## src/rtl/inst_fetch_unit_if.sv

```systemverilog
// Signal bundle linking the fetch unit to instruction memory and to the core.
// master = fetch unit side, slave = memory/core side.
interface inst_fetch_unit_if;
  logic        imem_req;
  logic [31:0] imem_addr;
  logic        imem_gnt;
  logic        imem_rvalid;
  logic [31:0] imem_rdata;
  logic [31:0] inst;
  logic [31:0] inst_pc;
  logic        inst_valid;
  logic        inst_ready;
  logic        redirect;
  logic [31:0] redirect_pc;
  logic        fetch_fault;

  modport master (
    output imem_req, imem_addr, inst, inst_pc, inst_valid, fetch_fault,
    input  imem_gnt, imem_rvalid, imem_rdata, inst_ready, redirect, redirect_pc
  );

  modport slave (
    input  imem_req, imem_addr, inst, inst_pc, inst_valid, fetch_fault,
    output imem_gnt, imem_rvalid, imem_rdata, inst_ready, redirect, redirect_pc
  );
endinterface

```

## src/rtl/inst_fetch_unit.sv

```systemverilog
// Instruction fetch stage: credit-limited memory requests, prefetch FIFO, redirect with stale drain.
// Optional macro IFU_MISALIGN_TRAP_EN: misaligned redirect targets trap into a FAULT state.
module inst_fetch_unit #(
  parameter logic [31:0] RESET_PC   = 32'h0000_0000,
  parameter int          FIFO_DEPTH = 4
) (
  input  logic              clock,
  input  logic              reset,
  inst_fetch_unit_if.master bus
);
  localparam int          AW      = $clog2(FIFO_DEPTH);
  localparam int          CW      = AW + 1;
  localparam logic [CW:0] DEPTH_W = (CW + 1)'(FIFO_DEPTH);

  typedef enum logic [1:0] {
    ST_FETCH = 2'b00,
    ST_DRAIN = 2'b01
`ifdef IFU_MISALIGN_TRAP_EN
    , ST_FAULT = 2'b10
`endif
  } state_e;

  state_e          state_r;
  logic [31:0]     fetch_pc_r;
  logic [31:0]     resp_pc_r;
  logic [CW-1:0]   outstanding_r;
  logic [CW-1:0]   stale_r;
  logic [CW-1:0]   count_r;
  logic [AW-1:0]   wr_ptr_r;
  logic [AW-1:0]   rd_ptr_r;
  logic [31:0]     pc_mem_r   [FIFO_DEPTH];
  logic [31:0]     inst_mem_r [FIFO_DEPTH];
`ifdef IFU_MISALIGN_TRAP_EN
  logic            fault_pend_r;
  logic            misalign_s;
`endif

  logic            req_s;
  logic            grant_s;
  logic            push_s;
  logic            pop_s;
  logic [CW-1:0]   stale_next_s;
  logic [31:0]     target_s;

  // Request credit, handshake qualifiers and redirect bookkeeping.
  always_comb begin
    req_s        = 1'b0;
    grant_s      = 1'b0;
    push_s       = 1'b0;
    pop_s        = 1'b0;
    stale_next_s = {CW{1'b0}};
    target_s     = 32'h0000_0000;
    if (state_r == ST_FETCH) begin
      req_s = (({1'b0, count_r} + {1'b0, outstanding_r}) < DEPTH_W);
    end else begin
      req_s = 1'b0;
    end
    grant_s = req_s & bus.imem_gnt;
    push_s  = (state_r == ST_FETCH) & bus.imem_rvalid & ~bus.redirect;
    pop_s   = (count_r != {CW{1'b0}}) & bus.inst_ready & ~bus.redirect;
    // Everything still in flight after a redirect becomes stale, including a same-cycle grant.
    stale_next_s = outstanding_r + stale_r + CW'(grant_s) - CW'(bus.imem_rvalid);
`ifdef IFU_MISALIGN_TRAP_EN
    target_s = bus.redirect_pc;
`else
    target_s = {bus.redirect_pc[31:2], 2'b00};
`endif
  end

`ifdef IFU_MISALIGN_TRAP_EN
  assign misalign_s = |bus.redirect_pc[1:0];
`endif

  // Fetch control: state machine, PC tracking, credit counters and FIFO pointers.
  always_ff @(posedge clock) begin
    if (reset) begin
      state_r       <= ST_FETCH;
      fetch_pc_r    <= RESET_PC;
      resp_pc_r     <= RESET_PC;
      outstanding_r <= {CW{1'b0}};
      stale_r       <= {CW{1'b0}};
      count_r       <= {CW{1'b0}};
      wr_ptr_r      <= {AW{1'b0}};
      rd_ptr_r      <= {AW{1'b0}};
`ifdef IFU_MISALIGN_TRAP_EN
      fault_pend_r  <= 1'b0;
`endif
    end else if (bus.redirect) begin
      fetch_pc_r    <= target_s;
      resp_pc_r     <= target_s;
      outstanding_r <= {CW{1'b0}};
      stale_r       <= stale_next_s;
      count_r       <= {CW{1'b0}};
      wr_ptr_r      <= {AW{1'b0}};
      rd_ptr_r      <= {AW{1'b0}};
`ifdef IFU_MISALIGN_TRAP_EN
      fault_pend_r  <= misalign_s;
`endif
      if (stale_next_s != {CW{1'b0}}) begin
        state_r <= ST_DRAIN;
`ifdef IFU_MISALIGN_TRAP_EN
      end else if (misalign_s) begin
        state_r <= ST_FAULT;
`endif
      end else begin
        state_r <= ST_FETCH;
      end
    end else begin
      case (state_r)
        ST_FETCH: begin
          if (grant_s) begin
            fetch_pc_r <= fetch_pc_r + 32'd4;
          end
          if (push_s) begin
            resp_pc_r <= resp_pc_r + 32'd4;
          end
          outstanding_r <= outstanding_r + CW'(grant_s) - CW'(bus.imem_rvalid);
        end
        ST_DRAIN: begin
          if (bus.imem_rvalid) begin
            stale_r <= stale_r - CW'(1);
            if (stale_r == CW'(1)) begin
`ifdef IFU_MISALIGN_TRAP_EN
              state_r <= fault_pend_r ? ST_FAULT : ST_FETCH;
`else
              state_r <= ST_FETCH;
`endif
            end
          end
        end
`ifdef IFU_MISALIGN_TRAP_EN
        ST_FAULT: begin
          state_r <= ST_FAULT;
        end
`endif
        default: begin
          state_r <= ST_FETCH;
        end
      endcase
      if (push_s) begin
        wr_ptr_r <= wr_ptr_r + AW'(1);
      end
      if (pop_s) begin
        rd_ptr_r <= rd_ptr_r + AW'(1);
      end
      count_r <= count_r + CW'(push_s) - CW'(pop_s);
    end
  end

  // Prefetch storage of {pc, instruction} pairs.
  always_ff @(posedge clock) begin
    if (reset) begin
      for (int i = 0; i < FIFO_DEPTH; i++) begin
        pc_mem_r[i]   <= 32'h0000_0000;
        inst_mem_r[i] <= 32'h0000_0000;
      end
    end else if (push_s) begin
      pc_mem_r[wr_ptr_r]   <= resp_pc_r;
      inst_mem_r[wr_ptr_r] <= bus.imem_rdata;
    end
  end

  assign bus.imem_req   = req_s;
  assign bus.imem_addr  = fetch_pc_r;
  assign bus.inst       = inst_mem_r[rd_ptr_r];
  assign bus.inst_pc    = pc_mem_r[rd_ptr_r];
  assign bus.inst_valid = (count_r != {CW{1'b0}});
`ifdef IFU_MISALIGN_TRAP_EN
  assign bus.fetch_fault = (state_r == ST_FAULT);
`else
  assign bus.fetch_fault = 1'b0;
`endif

endmodule

```

## src/flat_wrapper.sv

```systemverilog
// flat-port wrapper written by rule: the top's interface ports become plain ports
module inst_fetch_unit_flat 
#(
  parameter logic [31:0] RESET_PC   = 32'h0000_0000,
  parameter int          FIFO_DEPTH = 4
)
  (clock, reset, bus_imem_req, bus_imem_addr, bus_inst, bus_inst_pc, bus_inst_valid, bus_fetch_fault, bus_imem_gnt, bus_imem_rvalid, bus_imem_rdata, bus_inst_ready, bus_redirect, bus_redirect_pc);
  inst_fetch_unit_if bus_i ();
  input  logic clock;
  input  logic reset;
  output wire logic [$bits(bus_i.imem_req)-1:0] bus_imem_req;
  output wire logic [$bits(bus_i.imem_addr)-1:0] bus_imem_addr;
  output wire logic [$bits(bus_i.inst)-1:0] bus_inst;
  output wire logic [$bits(bus_i.inst_pc)-1:0] bus_inst_pc;
  output wire logic [$bits(bus_i.inst_valid)-1:0] bus_inst_valid;
  output wire logic [$bits(bus_i.fetch_fault)-1:0] bus_fetch_fault;
  input wire logic [$bits(bus_i.imem_gnt)-1:0] bus_imem_gnt;
  input wire logic [$bits(bus_i.imem_rvalid)-1:0] bus_imem_rvalid;
  input wire logic [$bits(bus_i.imem_rdata)-1:0] bus_imem_rdata;
  input wire logic [$bits(bus_i.inst_ready)-1:0] bus_inst_ready;
  input wire logic [$bits(bus_i.redirect)-1:0] bus_redirect;
  input wire logic [$bits(bus_i.redirect_pc)-1:0] bus_redirect_pc;
  assign bus_imem_req = bus_i.imem_req;
  assign bus_imem_addr = bus_i.imem_addr;
  assign bus_inst = bus_i.inst;
  assign bus_inst_pc = bus_i.inst_pc;
  assign bus_inst_valid = bus_i.inst_valid;
  assign bus_fetch_fault = bus_i.fetch_fault;
  assign bus_i.imem_gnt = bus_imem_gnt;
  assign bus_i.imem_rvalid = bus_imem_rvalid;
  assign bus_i.imem_rdata = bus_imem_rdata;
  assign bus_i.inst_ready = bus_inst_ready;
  assign bus_i.redirect = bus_redirect;
  assign bus_i.redirect_pc = bus_redirect_pc;
  inst_fetch_unit #(.RESET_PC(RESET_PC), .FIFO_DEPTH(FIFO_DEPTH)) u_core (.clock(clock), .reset(reset), .bus(bus_i));
endmodule
```

## config.mk

```make
export PLATFORM = sky130hd
export DESIGN_NAME = inst_fetch_unit_flat
export DESIGN_NICKNAME = d
export VERILOG_FILES = /design/src/rtl/inst_fetch_unit_if.sv /design/src/rtl/inst_fetch_unit.sv /design/src/flat_wrapper.sv
export SDC_FILE = /design/constraint.sdc
export NUM_CORES = 1
export LEC_CHECK = 0
export CORE_MARGIN = 1
export CORE_UTILIZATION = 55
export CTS_CLUSTER_DIAMETER = 150
export DETAILED_ROUTE_END_ITERATION = 8
export PLACE_DENSITY_LB_ADDON = 0.08
export SYNTH_ARGS = -nofsm -noshare
export SYNTH_HDL_FRONTEND = slang
export SYNTH_SLANG_ARGS = --single-unit
```

## constraint.sdc

```tcl
create_clock -name clock -period 6.8 [get_ports clock]
set_clock_uncertainty 0.15 [all_clocks]
set_input_delay 1.36 -clock clock [delete_from_list [all_inputs] [get_ports clock]]
set_output_delay 1.36 -clock clock [all_outputs]
set_load 0.02 [all_outputs]
```

==> results of run 1 <==
==> cell usage in the layout (no fill, tap or decap), drive strengths merged, types with 7 or more instances in the layout <==
cell,instances
nand3,25
nor3b,7
o21ai,8
nor3,16
and3,9
a211oi,7
nor4,41
clkdlybuf4s50,160
clkinv,11
ha,12
a21oi,36
and4,7
xnor2,19
o21a,10
xor2,10
buf,15
o31a,45
and2,234
edfxtp,248
nand4,20
nor2,31
dfxtp,76
a21boi,16
mux4,62
inv,51
nand2,31
clkbuf,45
==> power by group <==
part / total [mW] / switching (mW) / internal, mW
Clock: 1.97 / 0.747 / 1.22
Combinational: 0.473 / 0.249 / 0.223
Sequential: 2.31 / 0.0787 / 2.23
Total: 4.75 / 1.07 / 3.68
==> sequential cells by signal, indices dropped and copies added, names as in the netlist, named ones only <==
name	flops
u_core.inst_mem_r	128
u_core.pc_mem_r	120
u_core.bus.imem_addr	30
u_core.resp_pc_r	30
u_core.count_r	3
u_core.outstanding_r	3
u_core.stale_r	3
u_core.rd_ptr_r	2
u_core.wr_ptr_r	2
u_core.state_r	1
==> worst max-delay path, cell delays in order, from the launching register on <==
cell and delay [ps]:
dfxtp_4 950, buf_4 500, mux4_2 550, clkdlybuf4s50_1 600
==> path summary, 6_finish.rpt <==
| check | startpoint | slack [ps] | endpoint | depth (start not counted) |
|---|---|---|---|---|
| worst max-delay path | register | 2160 | bus_inst_pc[11] | 3 |
| worst min-delay path | u_core.rd_ptr_r[1]$_SDFFE_PP0P_ | 370 | register | 2 |
| worst max register to register | u_core.state_r[0]$_SDFFE_PP0P_ | 3550 | u_core.inst_mem_r[0][13]$_SDFFCE_PN0P_ | 4 |
| worst min register to register | u_core.rd_ptr_r[1]$_SDFFE_PP0P_ | 370 | register | 2 |
==> cell families after synthesis <==
| group | after synthesis | synth area share, % |
|---|---|---|
| and+or+nand+nor | 441 | 17.19 |
| DFF | 324 | 59.17 |
| AOI/OAI and AO/OA | 147 | 7.058 |
| buffers and inverters | 144 | 3.814 |
| muxes | 67 | 9.543 |
| xor gates and xnor gates | 29 | 1.676 |
| adders and majority gates | 16 | 1.519 |
| other | 1 | 0.02474 |
==> per-stage QoR <==
| step | util, % | hold slack (ps) | power, mW |
|---|---|---|---|
| floorplan | - | 333.6 | 2.619 |
| global placement | 62.85 | 354.4 | 2.817 |
| detailed placement | 62.85 | 363.6 | 2.828 |
| CTS | 67.29 | 374.9 | 4.788 |
| global route | 67.29 | 407.2 | 4.907 |
| finish | 67.29 | 368.4 | 4.753 |
==> per-layer routing <==
layer / routed length, um / vias up / track usage (%)
li1: - / 4576 / -
met4: 755 / 0 / 6.542
met2: 15910 / 351 / 39.96
met5: 0 / - / 0
met3: 2037 / 55 / 3.197
met1: 14150 / 4771 / 32.29
==> layout make-up <==
cell class                 count  area [sq um]
clock buffer                  45         997.2
clock inverter                17         201.4
fill                        2001          8841
inverter                      51         191.4
multi-input combinational    705          5670
sequential                   324          8974
tap                          341         426.7
timing repair buffer         175          1724
==> impl_metrics.ini, run 1 <==
[status]
status = completed

[floorplan]
die_h_um = 168.0
design.core.area_sq_mm = 0.02703
std_cell_rows = 60
start_util_pct = 56.08
num_io_pins = 169
dieArea_sq_mm = 0.02823
die_x_um = 168.0

[setup_path]
critPathRequiredTime_ps = 5290
worst_setup_path_end_kind = output port
crit_path_max_fanout = 44
arrival_ps = 3130
start_kind = register
path_class = register to output port

[final_layout]
n_antenna_cell = 0
drive_gt1_share_pct = 10.48
area_growth_pct = 19.98
fin_nets = 1377
layout.cells.non_filler = 1658
final_area_sq_mm = 0.01818

[sta]
period_minus_slack_ps = 4638
hold_viol = 0
max_slew_margin_pct = 27.98
finalCritPeriodShare_pct = 68.21
slew_violations = 0
grt_setup_unrepaired = no
fin_tns_setup_ps = 0
final-setup-viol-count = 0
tightest_slew_ps = 1080
fin_ws_ps = 2162
fmax_ghz = 0.2156

[route]
via_count = 9753
finalWirelength_mm = 32.85
via_per_inst = 5.882
drt-initial-drc-count = 795
post-route-drc-count = 0
first_pass_iters = 5
wl_per_cell_um = 19.81
ant_nets = 0

[synth]
synthTopCellsByCount = 248 x edfxtp_1, 234 x and2_1, 76 x dfxtp_1, 68 x clkbuf_1, 62 x mux4_2
synthFlopType = edfxtp_1
synth_edf_count = 248
ys_warn_count = 0
synth.yosys.seq_area_share_pct = 59.17
synth_top_cell_by_area = edfxtp_1
synthTopCellsByArea = edfxtp_1 49%, dfxtp_1 10%, and2_1 9.7%
syn_area_sq_mm = 0.01516
synth_seq_cells = 324
avgSynthCellArea_sq_um = 12.97
synth_cells = 1169
ys_async_sr_fraction_pct = 0
synth.most_common_cell = edfxtp_1
synth_top_cell_area_share_pct = 49.13
ys_types = 56

[power]
ir_drop_v = 0.0001683
leakage_nw = 6.459
power_density_mw_per_mm2 = 261.3

[placement]
numPortBuffers = 161
place_hpwl_mm = 19.79
gp_congestion = 0.8335
placed_cells_incl_taps = 1596
pre_cts_slack_ps = 1968
dpl_cell_area_sq_mm = 0.01699

[cts]
holdBufCountCts = 0
cts_buffer_depth = 3
htree_levels = 2
tritoncts = done
numCtsBuffers = 34
post_cts_buffers = 0
clock_sinks = 324
cts_resized = 0
insertion_delay_ps = 500
clk_pin_slew_ps = 50
cts_root_buffer = clkbuf_16

[worst_hold_path]
min_path_type = register to register

[global_route]
overflow = 0
grt_usage_pct = 23.66
grt_max_degree = 88
grt_pass1_vias = 9630
antenna_found_initial = 0
grt_pass1_wl_mm = 51.75

[run]
cap_violations = 0
Power figures use the tool's default switching activity.
==> run 2, diff against run 1 <==
==> constraint.sdc (replaced) <==
create_clock -name clock -period 4.5 [get_ports clock]
set_clock_uncertainty 0.15 [all_clocks]
set_input_delay 0.9 -clock clock [delete_from_list [all_inputs] [get_ports clock]]
set_output_delay 0.9 -clock clock [all_outputs]
set_load 0.02 [all_outputs]
==> run 2 against run 1 <==
Compared with the run above:
- largest cell class unchanged
- flip-flop and latch count unchanged
- routed wire length rose by 0.52%
- global-route usage is 0.46 points higher
- worst hold slack better by 5.3 ps
- non-clock buffer count increased by 10
- sequential power is 51% higher
- via count fell by 0.42%
- worst setup slack got worse by 1500 ps
- critical path depth unchanged
- core utilization about the same
==> impl_metrics.ini, run 2 (synthesis results as in run 1) <==
[status]
status = completed

[final_layout]
final_core_util_pct = 67.31
largest_reg_flops = 128
regMostFlops = u_core.inst_mem_r
n_antenna_cell = 0
top_regs = u_core.inst_mem_r (128), u_core.pc_mem_r (120)
final_cell_mix = 248 x edfxtp_1, 234 x and2_1, 160 x clkdlybuf4s50_1, 74 x dfxtp_1, 62 x mux4_2
fin_nets = 1388
area_growth_pct = 20.01
fillers = 2053
drive_gt1_share_pct = 10.84
layout_commonest_cell = edfxtp_1
final_area_sq_mm = 0.01819

[setup_path]
critPathMaxStageDelay_ps = 750
arrival_ps = 2770
cp.buffers_inverters = 2
worst_setup_path_end_kind = output port
start_kind = register
critPathRequiredTime_ps = 3450
crit_path_max_fanout = 30
cpMaxStageDelayCell = dfxtp_4
critical-path-top-delay-family = buffers and inverters
cp_cell_sequence = buf_4 > mux4_2 > clkdlybuf4s50_1
path_class = register to output port

[placement]
place_hpwl_mm = 20.22
dpl_cell_area_sq_mm = 0.01710
gp_congestion = 0.8400
numPortBuffers = 161
pre_cts_slack_ps = 754.0

[floorplan]
die_x_um = 168.0
num_io_pins = 169
design.core.area_sq_mm = 0.02703
dieArea_sq_mm = 0.02823
std_cell_rows = 60
start_util_pct = 56.08
die_h_um = 168.0

[sta]
max_slew_margin_pct = 42.86
grt_setup_unrepaired = no
fmax_ghz = 0.2615
finalCritPeriodShare_pct = 84.98
period_minus_slack_ps = 3824
hold_viol = 0
final-setup-viol-count = 0
fin_tns_setup_ps = 0
slew_violations = 0
tightest_slew_ps = 857.1
fin_ws_ps = 675.8

[cts]
cts_resized = 0
clock_sinks = 324
cts_buffer_depth = 3
tritoncts = done
numCtsBuffers = 35
cts_root_buffer = clkbuf_16
post_cts_buffers = 0
insertion_delay_ps = 510
clk_pin_slew_ps = 60
htree_levels = 2
holdBufCountCts = 0

[power]
leakage_nw = 6.469
power_density_mw_per_mm2 = 382.5
ir_drop_v = 0.0002187
p_total_mw = 6.959

[route]
drt-initial-drc-count = 712
wl_met1_mm = 14.30
finalWirelength_mm = 33.02
wl_per_cell_um = 19.79
first_pass_iters = 7
met2WireLength_mm = 16.20
top_layer = met4
via_per_inst = 5.819
via_count = 9712
ant_nets = 0
post-route-drc-count = 0
dr_wl_met3_mm = 2.037

[global_route]
overflow = 0
grt_usage_pct = 24.12
antenna_found_initial = 0
grt_pass1_vias = 9990
grt_pass1_wl_mm = 52.95
grt_max_degree = 74

[run]
cap_violations = 0

[worst_hold_path]
min_path_type = register to register
## run 2: final cells by class
type	instances	area, sq um	area share, %
Clock buffer	50	963.4	5.296
Clock inverter	13	122.6	0.6741
Inverter	51	191.4	1.052
Multi-Input combinational cell	705	5673	31.19
Sequential cell	324	8976	49.35
Tap cell	341	426.7	2.346
Timing Repair Buffer	185	1837	10.10
## run 2: power by group
part	switching (mW)	internal, mW	leakage, nW
combinational	0.387	0.348	2.75
clock	1.13	1.61	0.527
sequential	0.111	3.37	3.20
total	1.63	5.33	6.47
## run 2: through the flow
| stage | cells | hold slack (ps) |
|---|---|---|
| floorplan | 1173 | 333.6 |
| detailed placement | 1606 | 360.2 |
| global route | 1669 | 427.9 |
| global placement | 1606 | 349.7 |
| finish | 1669 | 373.7 |
| CTS | 1669 | 375.6 |
## run 2: worst min-delay path, cell delays in order, from the launching register on
cell     delay [ps]
dfxtp_1         330
xnor2_1         110
nor2_1           50
## run 2: final timing paths
| path | startpoint | end | slack, ps | depth (start not counted) |
|---|---|---|---|---|
| worst max-delay path | register | bus_inst_pc[24] | 680 | 3 |
| worst min-delay path | u_core.rd_ptr_r[1]$_SDFFE_PP0P_ | register | 370 | 2 |
| worst max register to register | u_core.outstanding_r[2]$_SDFFE_PP0N_ | u_core.state_r[0]$_SDFFE_PP0P_ | 1520 | 8 |
| worst min register to register | u_core.rd_ptr_r[1]$_SDFFE_PP0P_ | register | 370 | 2 |
## run 2: per-layer routing
layer	global-route usage (%)	up-vias
li1	-	4599
met1	32.86	4728
met2	41.01	345
met3	3.573	40
met4	5.624	0
met5	0	-
==> run 3, diff against run 2 <==
--- a/config.mk
+++ b/config.mk
@@ -6,7 +6,7 @@
 export NUM_CORES = 1
 export LEC_CHECK = 0
 export CORE_MARGIN = 1
-export CORE_UTILIZATION = 55
+export CORE_UTILIZATION = 51
 export CTS_CLUSTER_DIAMETER = 150
 export DETAILED_ROUTE_END_ITERATION = 8
 export PLACE_DENSITY_LB_ADDON = 0.08
==> constraint.sdc (replaced) <==
create_clock -name clock -period 3.1 [get_ports clock]
set_clock_uncertainty 0.15 [all_clocks]
set_input_delay 0.62 -clock clock [delete_from_list [all_inputs] [get_ports clock]]
set_output_delay 0.62 -clock clock [all_outputs]
set_load 0.02 [all_outputs]
==> run 3 against run 2 <==
Compared with the run above:
- clock power grew 46%
- sequential share of layout area shrank 0.90 points
- worst setup slack lost 590 ps
- design area grew 1.8%
- largest cell class unchanged
==> impl_metrics.ini, run 3 (synthesis results as in run 1) <==
[status]
status = completed

[final_layout]
n_antenna_cell = 0
fillers = 2215
final_core_util_pct = 64.02
top_regs = u_core.inst_mem_r (128), u_core.pc_mem_r (120)
final_cell_mix = 248 x edfxtp_1, 234 x and2_1, 111 x clkdlybuf4s50_1, 74 x dfxtp_1, 62 x mux4_2
regMostFlops = u_core.inst_mem_r
layout_commonest_cell = edfxtp_1
final_area_sq_mm = 0.01852
fin_nets = 1409
area_growth_pct = 22.21
drive_gt1_share_pct = 12.67
largest_reg_flops = 128
layout.cells.non_filler = 1734

[cts]
tritoncts = done
cts_resized = 43
holdBufCountCts = 0
cts_root_buffer = clkbuf_16
cts_buffer_depth = 3
post_cts_buffers = 0
clock_sinks = 324
numCtsBuffers = 35
htree_levels = 2
clk_pin_slew_ps = 50
insertion_delay_ps = 520

[power]
internal_power_mw = 7.741
pwr-share-seq_pct = 50.0
netSwitchingFraction_pct = 23.63
pwr-share-clk_pct = 39.4
leakage_nw = 6.829
switchingPower_mw = 2.395
comb_power_share_pct = 10.6
power_density_mw_per_mm2 = 547.2
ir_drop_v = 0.0002754

[route]
drt-initial-drc-count = 674
first_pass_iters = 5
wl_per_cell_um = 19.42
via_count = 9742
ant_nets = 0
via_per_inst = 5.618
post-route-drc-count = 0
finalWirelength_mm = 33.67

[global_route]
busiest_layer = met2
use_met2_pct = 37.88
grt_usage_pct = 22.58
grt_max_degree = 78
grt_pass1_wl_mm = 53.59
grt_util_met3_pct = 3.346
antenna_found_initial = 0
overflow = 0
grtUsageMet1_pct = 30.96
grt_pass1_vias = 9785

[placement]
place_hpwl_mm = 20.85
dpl_cell_area_sq_mm = 0.01744
numPortBuffers = 161
pre_cts_slack_ps = 22.92
placed_cells_incl_taps = 1670
gp_congestion = 0.8435

[setup_path]
critPathRequiredTime_ps = 2330
cpMaxStageDelayCell = clkdlybuf4s50_1
crit_path_max_fanout = 17
cp_cell_sequence = buf_12 > mux4_2 > clkdlybuf4s50_1
worst_setup_path_end_kind = output port
critical-path-top-delay-family = buffers and inverters
cp.buffers_inverters = 2
path_class = register to output port
arrival_ps = 2250
start_kind = register
critPathMaxStageDelay_ps = 550

[floorplan]
die_h_um = 174.4
std_cell_rows = 62
start_util_pct = 52.38
num_io_pins = 169
die_x_um = 174.4
dieArea_sq_mm = 0.03041
design.core.area_sq_mm = 0.02894

[sta]
hold_viol = 0
slew_violations = 0
period_minus_slack_ps = 3016
final-setup-viol-count = 0
max_slew_margin_pct = 48.50
fin_ws_ps = 83.56
holdWs_ps = 369.4
tightest_slew_ps = 772.5
grt_setup_unrepaired = no
fmax_ghz = 0.3315
finalCritPeriodShare_pct = 97.30

[run]
cap_violations = 0

[worst_hold_path]
min_path_type = register to register
-- run 3: worst register-to-register path: stages, from the launching register on --
cell	delay [ps]
dfxtp_1	380
ha_1	260
nor4_1	340
buf_4	180
nand3_1	130
fa_1	380
inv_1	70
fa_1	430
nor3b_1	230
a221oi_1	100
-- run 3: worst paths after layout --
| kind | from | cells after the start | slack [ps] | to |
|---|---|---|---|---|
| worst max register to register | u_core.outstanding_r[2]$_SDFFE_PP0N_ | 9 | 300 | u_core.state_r[0]$_SDFFE_PP0P_ |
| worst min-delay path | u_core.rd_ptr_r[1]$_SDFFE_PP0P_ | 2 | 370 | register |
| worst min register to register | u_core.rd_ptr_r[1]$_SDFFE_PP0P_ | 2 | 370 | register |
| worst max-delay path | register | 3 | 80 | bus_inst_pc[21] |
-- run 3: power by group through the flow --
stage | sequential (mW) | combinational (mW) | clock, mW
floorplan | 5.11 | 0.627 | 0
global placement | 5.14 | 1.10 | 0
detailed placement | 5.15 | 1.11 | 0
CTS | 5.06 | 1.09 | 4.08
global route | 5.09 | 1.17 | 4.23
finish | 5.06 | 1.08 | 3.99
-- run 3: stage by stage --
| stage | power [mW] | TNS (ps) |
|---|---|---|
| 2_1_floorplan | 5.742 | 0 |
| 6_report | 10.14 | 0 |
| 5_1_grt | 10.49 | 0 |
| 3_5_place_dp | 6.263 | 0 |
| 4_1_cts | 10.23 | -3.349 |
| 3_3_place_gp | 6.239 | 0 |
-- run 3: final cells by class --
cell class | count | area, sq um | share of cell area (%)
clock buffers | 46 | 948.4 | 5.120
repair buffers | 206 | 2103 | 11.35
well taps | 384 | 480.5 | 2.594
clock inverters | 18 | 150.1 | 0.8105
inverters | 51 | 191.4 | 1.033
multi-input cells | 705 | 5677 | 30.65
flip-flops and latches | 324 | 8974 | 48.44
-- run 3: metal layers --
metal	part of all wire (%)	wire length (um)	up-vias
met2	49	16410	288
met5	0	0	-
met1	44	14860	4750
met4	1.8	595	0
li1	-	-	4655
met3	5.4	1808	49
